### src/rtl/sa_feeder_pkg.sv
// rtl/sa_feeder_pkg.sv - shared types and constants for the systolic-array weight feeder
package sa_feeder_pkg;

    typedef enum logic [1:0] {
        IDLE     = 2'd0,
        STREAM   = 2'd1,
        WAIT_RES = 2'd2
    } state_t;

    // Bit positions inside the 3-bit op word, shared with the register file
    localparam int RELU_BIT   = 2;
    localparam int OP_SEL_BIT = 1;
    localparam int FLAT_BIT   = 0;

    // op_sel encodings
    localparam logic OP_MUL  = 1'b1;
    localparam logic OP_CONV = 1'b0;

    typedef logic [7:0] lane_t;

    // Limit a 4-bit geometry field to the physical array size
    function automatic logic [3:0] clamp_dim(input logic [3:0] v, input logic [3:0] lim);
        return (v > lim) ? lim : v;
    endfunction

endpackage

### src/rtl/sa_skew_mux.sv
// rtl/sa_skew_mux.sv - diagonal wavefront lane selection of weight[c-j][j]
module sa_skew_mux
    import sa_feeder_pkg::*;
#(
    parameter int WIDTH      = 8,
    parameter int HEIGHT     = 8,
    parameter int DATA_WIDTH = 8
) (
    input  logic [HEIGHT*WIDTH*DATA_WIDTH-1:0] weights,
    input  logic [4:0]                         c,
    input  logic [3:0]                         wh,
    input  logic [3:0]                         ww,
    output logic [WIDTH*DATA_WIDTH-1:0]        lanes,
    output logic [WIDTH-1:0]                   mask
);

    // Lane j carries row c-j of column j while that row is inside the matrix;
    // wh is already clamped to HEIGHT so the row index stays in range.
    always_comb begin
        lanes = '0;
        mask  = '0;
        for (int j = 0; j < WIDTH; j++) begin
            if (j < int'(ww) && int'(c) >= j && (int'(c) - j) < int'(wh)) begin
                mask[j] = 1'b1;
                lanes[j*DATA_WIDTH +: DATA_WIDTH] =
                    weights[((int'(c) - j) * WIDTH + j) * DATA_WIDTH +: DATA_WIDTH];
            end
        end
    end

endmodule

### src/rtl/sa_weight_feeder.sv
// rtl/sa_weight_feeder.sv - captures layer data and streams skewed weights into the systolic array
module sa_weight_feeder
    import sa_feeder_pkg::*;
#(
    parameter int WIDTH      = 8,
    parameter int HEIGHT     = 8,
    parameter int DATA_WIDTH = 8,
    parameter int TIMEOUT    = 256
) (
    input  logic                               clk,
    input  logic                               nrst,
    input  logic                               weight_iv,
    input  logic [HEIGHT*WIDTH*DATA_WIDTH-1:0] weight_id,
    input  logic                               bias_iv,
    input  logic [HEIGHT*WIDTH*DATA_WIDTH-1:0] bias_id,
    input  logic                               layer_info_iv,
    input  logic [3:0]                         weight_height_id,
    input  logic [3:0]                         weight_width_id,
    input  logic [3:0]                         ifmap_height_id,
    input  logic [2:0]                         op_id,
    input  logic                               start_i,
    output logic                               sa_w_ov,
    output logic [WIDTH*DATA_WIDTH-1:0]        sa_w_od,
    output logic [WIDTH-1:0]                   sa_w_mask_od,
    output logic [WIDTH*DATA_WIDTH-1:0]        sa_bias_od,
    output logic [2:0]                         sa_op_od,
    input  logic                               sa_res_iv,
    output logic                               done_od,
    output logic                               err_od,
    output logic                               busy_od
);

    localparam int MW  = HEIGHT*WIDTH*DATA_WIDTH;
    localparam int LW  = WIDTH*DATA_WIDTH;
    localparam int RCW = $clog2(16);
    localparam int TW  = $clog2(TIMEOUT+1);

    state_t           state, state_n;
    logic [MW-1:0]    weight_q;
    logic [LW-1:0]    bias_q;          // only bias row 0 is ever consumed
    logic [3:0]       wh_q, ww_q, rh_q;
    logic [2:0]       op_q;
    logic             w_vld, b_vld, i_vld, clr_flags;
    logic [4:0]       c, c_n, c_last;
    logic [RCW-1:0]   res_cnt, res_cnt_n, res_inc;
    logic [TW-1:0]    idle_cnt, idle_cnt_n;
    logic             done_n, err_n, beat, go;
    logic             cap_w, cap_b, cap_i;
    logic [MW-1:0]    eff_w;
    logic [LW-1:0]    eff_b, bias_lanes, mux_lanes;
    logic [3:0]       eff_wh, eff_ww;
    logic [2:0]       eff_op;
    logic [WIDTH-1:0] mux_mask;
    logic             unused_bias;

    assign unused_bias = ^bias_id[MW-1:LW];

    // Same-cycle captures are visible to a start in that cycle
    assign cap_w  = (state == IDLE) && weight_iv;
    assign cap_b  = (state == IDLE) && bias_iv;
    assign cap_i  = (state == IDLE) && layer_info_iv;
    assign eff_w  = cap_w ? weight_id : weight_q;
    assign eff_b  = cap_b ? bias_id[LW-1:0] : bias_q;
    assign eff_wh = cap_i ? clamp_dim(weight_height_id, 4'(HEIGHT)) : wh_q;
    assign eff_ww = cap_i ? clamp_dim(weight_width_id, 4'(WIDTH)) : ww_q;
    assign eff_op = cap_i ? op_id : op_q;

    assign go = (state == IDLE) && start_i && (w_vld || weight_iv) && (b_vld || bias_iv)
                && (i_vld || layer_info_iv) && (eff_wh != 4'd0) && (eff_ww != 4'd0);

    assign c_last  = 5'(wh_q) + 5'(ww_q) - 5'd2;
    assign beat    = sa_res_iv && (res_cnt < rh_q);
    assign res_inc = res_cnt + RCW'(beat);
    assign busy_od = (state != IDLE);

    // MUL feeds bias row 0 lane-by-lane; CONV broadcasts the single scalar bias
    always_comb begin
        bias_lanes = '0;
        for (int j = 0; j < WIDTH; j++) begin
            bias_lanes[j*DATA_WIDTH +: DATA_WIDTH] = (eff_op[OP_SEL_BIT] == OP_MUL)
                ? eff_b[j*DATA_WIDTH +: DATA_WIDTH] : eff_b[DATA_WIDTH-1:0];
        end
    end

    // Lanes are computed for the next wavefront index so the outputs can be registered
    sa_skew_mux #(
        .WIDTH      (WIDTH),
        .HEIGHT     (HEIGHT),
        .DATA_WIDTH (DATA_WIDTH)
    ) u_skew (
        .weights (eff_w),
        .c       (c_n),
        .wh      (eff_wh),
        .ww      (eff_ww),
        .lanes   (mux_lanes),
        .mask    (mux_mask)
    );

    // Next-state, wavefront index, result counting and timeout
    always_comb begin
        state_n    = state;
        c_n        = c;
        res_cnt_n  = res_cnt;
        idle_cnt_n = idle_cnt;
        done_n     = 1'b0;
        err_n      = 1'b0;
        clr_flags  = 1'b0;
        case (state)
            IDLE: begin
                if (go) begin
                    state_n    = STREAM;
                    c_n        = '0;
                    res_cnt_n  = '0;
                    idle_cnt_n = '0;
                end else if (start_i) begin
                    err_n = 1'b1;
                end
            end
            STREAM: begin
                res_cnt_n = res_inc;
                if (c == c_last) begin
                    if (res_inc >= rh_q) begin
                        state_n   = IDLE;
                        done_n    = 1'b1;
                        clr_flags = 1'b1;
                    end else begin
                        state_n    = WAIT_RES;
                        idle_cnt_n = '0;
                    end
                end else begin
                    c_n = c + 5'd1;
                end
            end
            WAIT_RES: begin
                res_cnt_n = res_inc;
                if (sa_res_iv) begin
                    idle_cnt_n = '0;
                    if (res_inc >= rh_q) begin
                        state_n   = IDLE;
                        done_n    = 1'b1;
                        clr_flags = 1'b1;
                    end
                end else if (idle_cnt == TW'(TIMEOUT-1)) begin
                    state_n   = IDLE;
                    err_n     = 1'b1;
                    clr_flags = 1'b1;
                end else begin
                    idle_cnt_n = idle_cnt + TW'(1);
                end
            end
            default: state_n = IDLE;
        endcase
    end

    // State and counter registers
    always_ff @(posedge clk or negedge nrst) begin
        if (!nrst) begin
            state    <= IDLE;
            c        <= '0;
            res_cnt  <= '0;
            idle_cnt <= '0;
        end else begin
            state    <= state_n;
            c        <= c_n;
            res_cnt  <= res_cnt_n;
            idle_cnt <= idle_cnt_n;
        end
    end

    // Shadow registers and valid flags, written only while idle
    always_ff @(posedge clk or negedge nrst) begin
        if (!nrst) begin
            weight_q <= '0;
            bias_q   <= '0;
            wh_q     <= '0;
            ww_q     <= '0;
            rh_q     <= '0;
            op_q     <= '0;
            w_vld    <= 1'b0;
            b_vld    <= 1'b0;
            i_vld    <= 1'b0;
        end else if (clr_flags) begin
            w_vld <= 1'b0;
            b_vld <= 1'b0;
            i_vld <= 1'b0;
        end else if (state == IDLE) begin
            if (weight_iv) begin
                weight_q <= weight_id;
                w_vld    <= 1'b1;
            end
            if (bias_iv) begin
                bias_q <= bias_id[LW-1:0];
                b_vld  <= 1'b1;
            end
            if (layer_info_iv) begin
                wh_q  <= eff_wh;
                ww_q  <= eff_ww;
                rh_q  <= (ifmap_height_id == 4'd0) ? 4'd1 : ifmap_height_id;
                op_q  <= op_id;
                i_vld <= 1'b1;
            end
        end
    end

    // Registered array-facing outputs and completion pulses
    always_ff @(posedge clk or negedge nrst) begin
        if (!nrst) begin
            sa_w_ov      <= 1'b0;
            sa_w_od      <= '0;
            sa_w_mask_od <= '0;
            sa_bias_od   <= '0;
            sa_op_od     <= '0;
            done_od      <= 1'b0;
            err_od       <= 1'b0;
        end else begin
            sa_w_ov      <= (state_n == STREAM);
            sa_w_od      <= (state_n == STREAM) ? mux_lanes : '0;
            sa_w_mask_od <= (state_n == STREAM) ? mux_mask : '0;
            done_od      <= done_n;
            err_od       <= err_n;
            if (go) begin
                sa_bias_od <= bias_lanes;
                sa_op_od   <= eff_op;
            end else if (state_n == IDLE) begin
                sa_bias_od <= '0;
                sa_op_od   <= '0;
            end
        end
    end

endmodule

### config.mk
export PLATFORM = sky130hd
export DESIGN_NAME = sa_weight_feeder
export DESIGN_NICKNAME = d
export VERILOG_FILES = /design/src/rtl/sa_feeder_pkg.sv /design/src/rtl/sa_skew_mux.sv /design/src/rtl/sa_weight_feeder.sv
export SDC_FILE = /design/constraint.sdc
export NUM_CORES = 2
export LEC_CHECK = 0
export CORE_AREA = 2 2 466 468
export DETAILED_ROUTE_END_ITERATION = 7
export DIE_AREA = 0 0 468 470
export HOLD_SLACK_MARGIN = 0.05
export SLEW_MARGIN = 20
export SYNTH_ARGS = -nofsm -noshare
export SYNTH_HDL_FRONTEND = slang
export SYNTH_HIERARCHICAL = 1
export SYNTH_SLANG_ARGS = --single-unit
### constraint.sdc
create_clock -name clk -period 16.4 [get_ports clk]
set_input_delay 3.28 -clock clk [delete_from_list [all_inputs] [get_ports clk]]
set_output_delay 3.28 -clock clk [all_outputs]
set_load 0.01 [all_outputs]
==> results by stage <==
Timing:
- The highest clock frequency the design can meet is about 96 MHz.
- Measured against its own limit, the worst slew margin works out to 16.4%.
- The final count of hold timing violations was 0.
- The post-route minimum period is between 10 and 15 ns.
- Setup violations remaining at the end of the flow were counted as 0.
- The number of pins exceeding their max-slew limit in the final report is 0.
- After layout, the worst setup slack is 6.02 ns.
- The ratio of final minimum period to clock period is 63.3%.
- The slew at the pin closest to its max-slew limit is 1.25 ns.
- The total negative slack for setup checks is 0 ns.
- Setup repair after global routing left no endpoint under its margin.
- For the final database, setup skew stands at 0.0378 ns.

Clocking:
- The count of buffers added by post-CTS timing repair for setup is 0.
- The H-tree depth reported by CTS is 3.
- The root buffer cell chosen for the clock tree is clkbuf_16.
- The TritonCTS clock tree is done.
- The clock-pin slew on the worst setup and hold paths is roughly 0.06 ns.
- The number of buffers added to fix hold violations after cts is 0.
- The total number of clock tree sinks is 756.
- The number of cells upsized or downsized after cts is 0.
- The source-to-sink clock delay at the later pin of the worst-skew pair is 0.74 ns.
- The number of buffers added by the clock tree synthesis step is 93.
- No sink is reached through more buffers than the 3 on the longest clock path.

Die:
- The die outline height is 470 um.
- The initial utilization of the core area, before any placement, comes to between 10% and 20%.
- The floorplan step defined a die boundary enclosing 220,000 um^2.
- The number of top-level design ports is 1,189.
- In this run the standard cell core region covers 216,000 um^2.
- The die is roughly 470 um wide.
- The number of cell rows is 171.

Place:
- OpenSTA, run right after detailed placement, puts the worst setup slack at 5.13 ns.
- The congestion estimate from routability-driven global placement came to 0.899.
- Buffers placed on the I/O ports in this run total 740.
- The placed wire-length estimate is 130,000 um.

Pwr:
- In this run the static leakage power is 22.9 nW.
- The fraction of power consumed by sequential logic is 24.8%.
- In this run, the clock network consumes 18.4% of the power.
- The internal portion of the total power is between 6 and 7 mW.
- The worst-case IR drop observed on VDD is 0.000217 V.
- The power share of the combinational group is a little under three fifths.
- In this run the power spent charging and discharging nets is 5.36 mW.
- The design draws 11.7 mW.
- In this run the power density over the cells is 215 nW/um^2.
- The switching share of power is 45.8%.

Worst setup path:
- The logic depth of the worst register-to-register path is 20.
- The worst setup path is of the primary input to flop kind.
- The largest driver fanout on the critical path is 63.
- The startpoint identified for the worst register-to-register timing path is state[0].
- The type of destination of the critical path is a flop.
- The data arrival time of the critical path is around 11 ns.
- The reg-to-reg setup timing slack is 8.03 ns.
- STA puts the critical path data required time at roughly 17 ns.
- The launching element type of the critical path is a primary input.
- The worst reg2reg path endpoint is sa_w_od[22].

Synth:
- After synthesis the netlist holds a flip-flop and latch count of 756.
- The most frequently used flop master after synthesis is dfrtp_1.
- Synthesis handed over a netlist of 4,455 instances.
- The synthesis warning total is 6.
- The fraction of synthesis flops using an asynchronous set or reset pin is 100%.
- The mapped netlist covers between 40,000 and 50,000 um^2.
- The post-synthesis average cell area is 9.26 um^2.
- Counting distinct cell types in the post-synthesis netlist gives 86.
- The synthesized design devotes to its leading area cell type 45.9% of total area.
- The number of enable-type register cells in the synthesized netlist is 0.
- The library cell with the largest summed area after synthesis is dfrtp_1.
- Yosys attributes the largest share of cell area to dfrtp_1 46%, o21ai_0 7.4%, nand2_1 7.2%, mux4_2 7.0%, o22ai_1 6.3%.
- The share of synthesized area occupied by flip-flops and latches is 45.9%.
- The synthesized net count is 5,557.

Job:
- Max-cap violations in this run came to 0.

Global route:
- The via count of the first global-routing pass is 36.0k.
- The number of antenna violations at the first check in global routing is 83.
- The global-route wire length before repair is 254,000 um.
- The overall global routing resource usage is about 16%.
- The total grt overflow is 0.
- Entering global routing, the biggest net connects 217 pins.

Drt:
- The number of optimization iterations in the first detailed-route pass is 6.
- Dividing the detail-routed wire length by the instance count gives 22.6 um.
- After detailed routing, the total wire length is 180,000 um.
- The routed via count is 36.4k.
- The violation count after the first detailed-routing iteration is 3,375.
- The antenna violation net count after detailed routing is 0.
- The DRC violation count after routing is 0.
- The routed via count divided by cell count is 4.59.

Hold path:
- The terminating pin of the worst hold path is idle_cnt[8].
- The path class of the tightest hold or removal check is flop to flop.
- The number of stages on the worst hold path is 2.
- The startpoint of the most critical hold path is idle_cnt[8].

Cells and area:
- The signed area change from the synthesized netlist to the final layout is 31.9%.
- In the final layout, the share of cells above drive strength 1 is 11.1%.
- Cells fill 25.2% of the core in the end.
- After the last flow step, the layout net total stands at 6,072.

Outcome:
- The run finished with clean final reports.
## worst max-delay path by stage
stage	startpoint	end	slack, ns	depth (start not counted)
global route	layer_info_iv	sa_w_od[16]	5.37	19
detailed placement	layer_info_iv	sa_w_od[22]	5.13	19
global placement	layer_info_iv	sa_w_od[22]	5.14	19
finish	layer_info_iv	sa_w_od[22]	6.02	19
CTS	layer_info_iv	sa_w_od[22]	5.97	19
floorplan	layer_info_iv	sa_w_od[40]	8.20	22
## logic make-up (layout without fill, tap and decap cells)
family	count (synthesis)	in the layout	synth area share [%]
AOI/OAI and AO/OA	1442	1442	23.4
xor gates and xnor gates	19	19	0.476
adders and majority gates	56	56	1.72
buffers and inverters	991	1582	9.98
DFF	756	756	45.9
muxes	182	182	8.33
other	0	28	0
and+or+nand+nor	1009	1009	10.2
## cell type report
cell class | count | area, um^2
Fill cell | 23100 | 161000
Sequential cell | 756 | 18900
Multi-Input combinational cell | 2708 | 18400
Timing Repair Buffer | 801 | 7980
Tap cell | 2854 | 3570
Clock buffer | 128 | 2700
Inverter | 610 | 2290
Clock inverter | 43 | 504
Antenna cell | 28 | 70.1
## cell usage after synthesis, types with 66 or more instances
cell type and count:
a21oi_1 66, and3_1 79, buf_2 119, clkbuf_1 205
dfrtp_1 756, inv_1 606, mux4_2 128, nand2_1 795
o21ai_0 609, o22ai_1 418, o22ai_2 160
## cells in the final DEF, fill, tap and decap left out, types with 8 or more instances in the layout
cell / count
clkbuf_8: 22
o21ai_0: 609
a21oi_1: 64
ha_1: 54
o22ai_2: 160
nor3_1: 8
clkinv_2: 20
mux2_2: 10
nor2b_1: 12
a41oi_1: 56
mux4_2: 128
a311oi_1: 56
dfrtp_1: 756
nor2_1: 54
nand2b_1: 12
clkdlybuf4s50_1: 739
nand3_1: 11
nand2_1: 794
inv_1: 606
xnor2_1: 13
buf_4: 52
diode_2: 28
clkbuf_1: 12
and3_1: 79
o22ai_1: 418
clkbuf_16: 94
mux2i_1: 44
## worst max-delay path: stages
cell and delay (ns):
clkdlybuf4s50_1 0.71, and2_1 0.51, o221ai_1 0.28, o221ai_4 0.21
buf_4 0.58, nand2_1 0.25, o21ai_0 0.33, a22o_2 0.26
buf_4 0.40, clkinv_1 0.91, ha_1 0.63, buf_4 0.34
clkinv_1 0.37, buf_4 0.31, ha_1 0.29, a2111oi_1 0.50
o21ai_2 0.37, a21oi_1 0.23, and3_1 0.17
## routing by layer
layer / wire (um) / global-route usage (%) / part of all wire, %
met1: 72600 / 19.3 / 40
met3: 18700 / 6.01 / 10
met2: 79300 / 24.3 / 44
met4: 8360 / 7.14 / 4.7
met5: 587 / 0 / 0.33
## stage by stage
stage / cell area, um^2 / hold WS, ns / instances
final: 54400 / 0.482 / 7928
after global routing: 54400 / 0.496 / 7910
after CTS: 54300 / 0.484 / 7899
after detailed placement: 51100 / 0.471 / 7728
after global placement: 51100 / 0.465 / 7728
after floorplan: 41300 / 0.440 / 4455
## power groups by stage
| stage | clock, mW | combinational (mW) | sequential [mW] |
|---|---|---|---|
| 2_1_floorplan | 0 | 4.15 | 2.88 |
| 3_3_place_gp | 0 | 6.73 | 2.91 |
| 3_5_place_dp | 0 | 6.83 | 2.93 |
| 4_1_cts | 2.23 | 6.85 | 2.90 |
| 5_1_grt | 2.30 | 7.26 | 2.98 |
| 6_report | 2.16 | 6.64 | 2.90 |
## state kept, by name, summed over array words and instances, names as in the netlist
name,flops
bias_q,64
b_vld,1
rh_q,4
state,2
i_vld,1
ww_q,4
weight_q,512
done_od,1
sa_op_od,3
sa_w_ov,1
sa_bias_od,64
op_q,3
err_od,1
w_vld,1
sa_w_mask_od,8
wh_q,4
sa_w_od,64
idle_cnt,9
c,5
res_cnt,4
(Power assumes the default switching activity.)
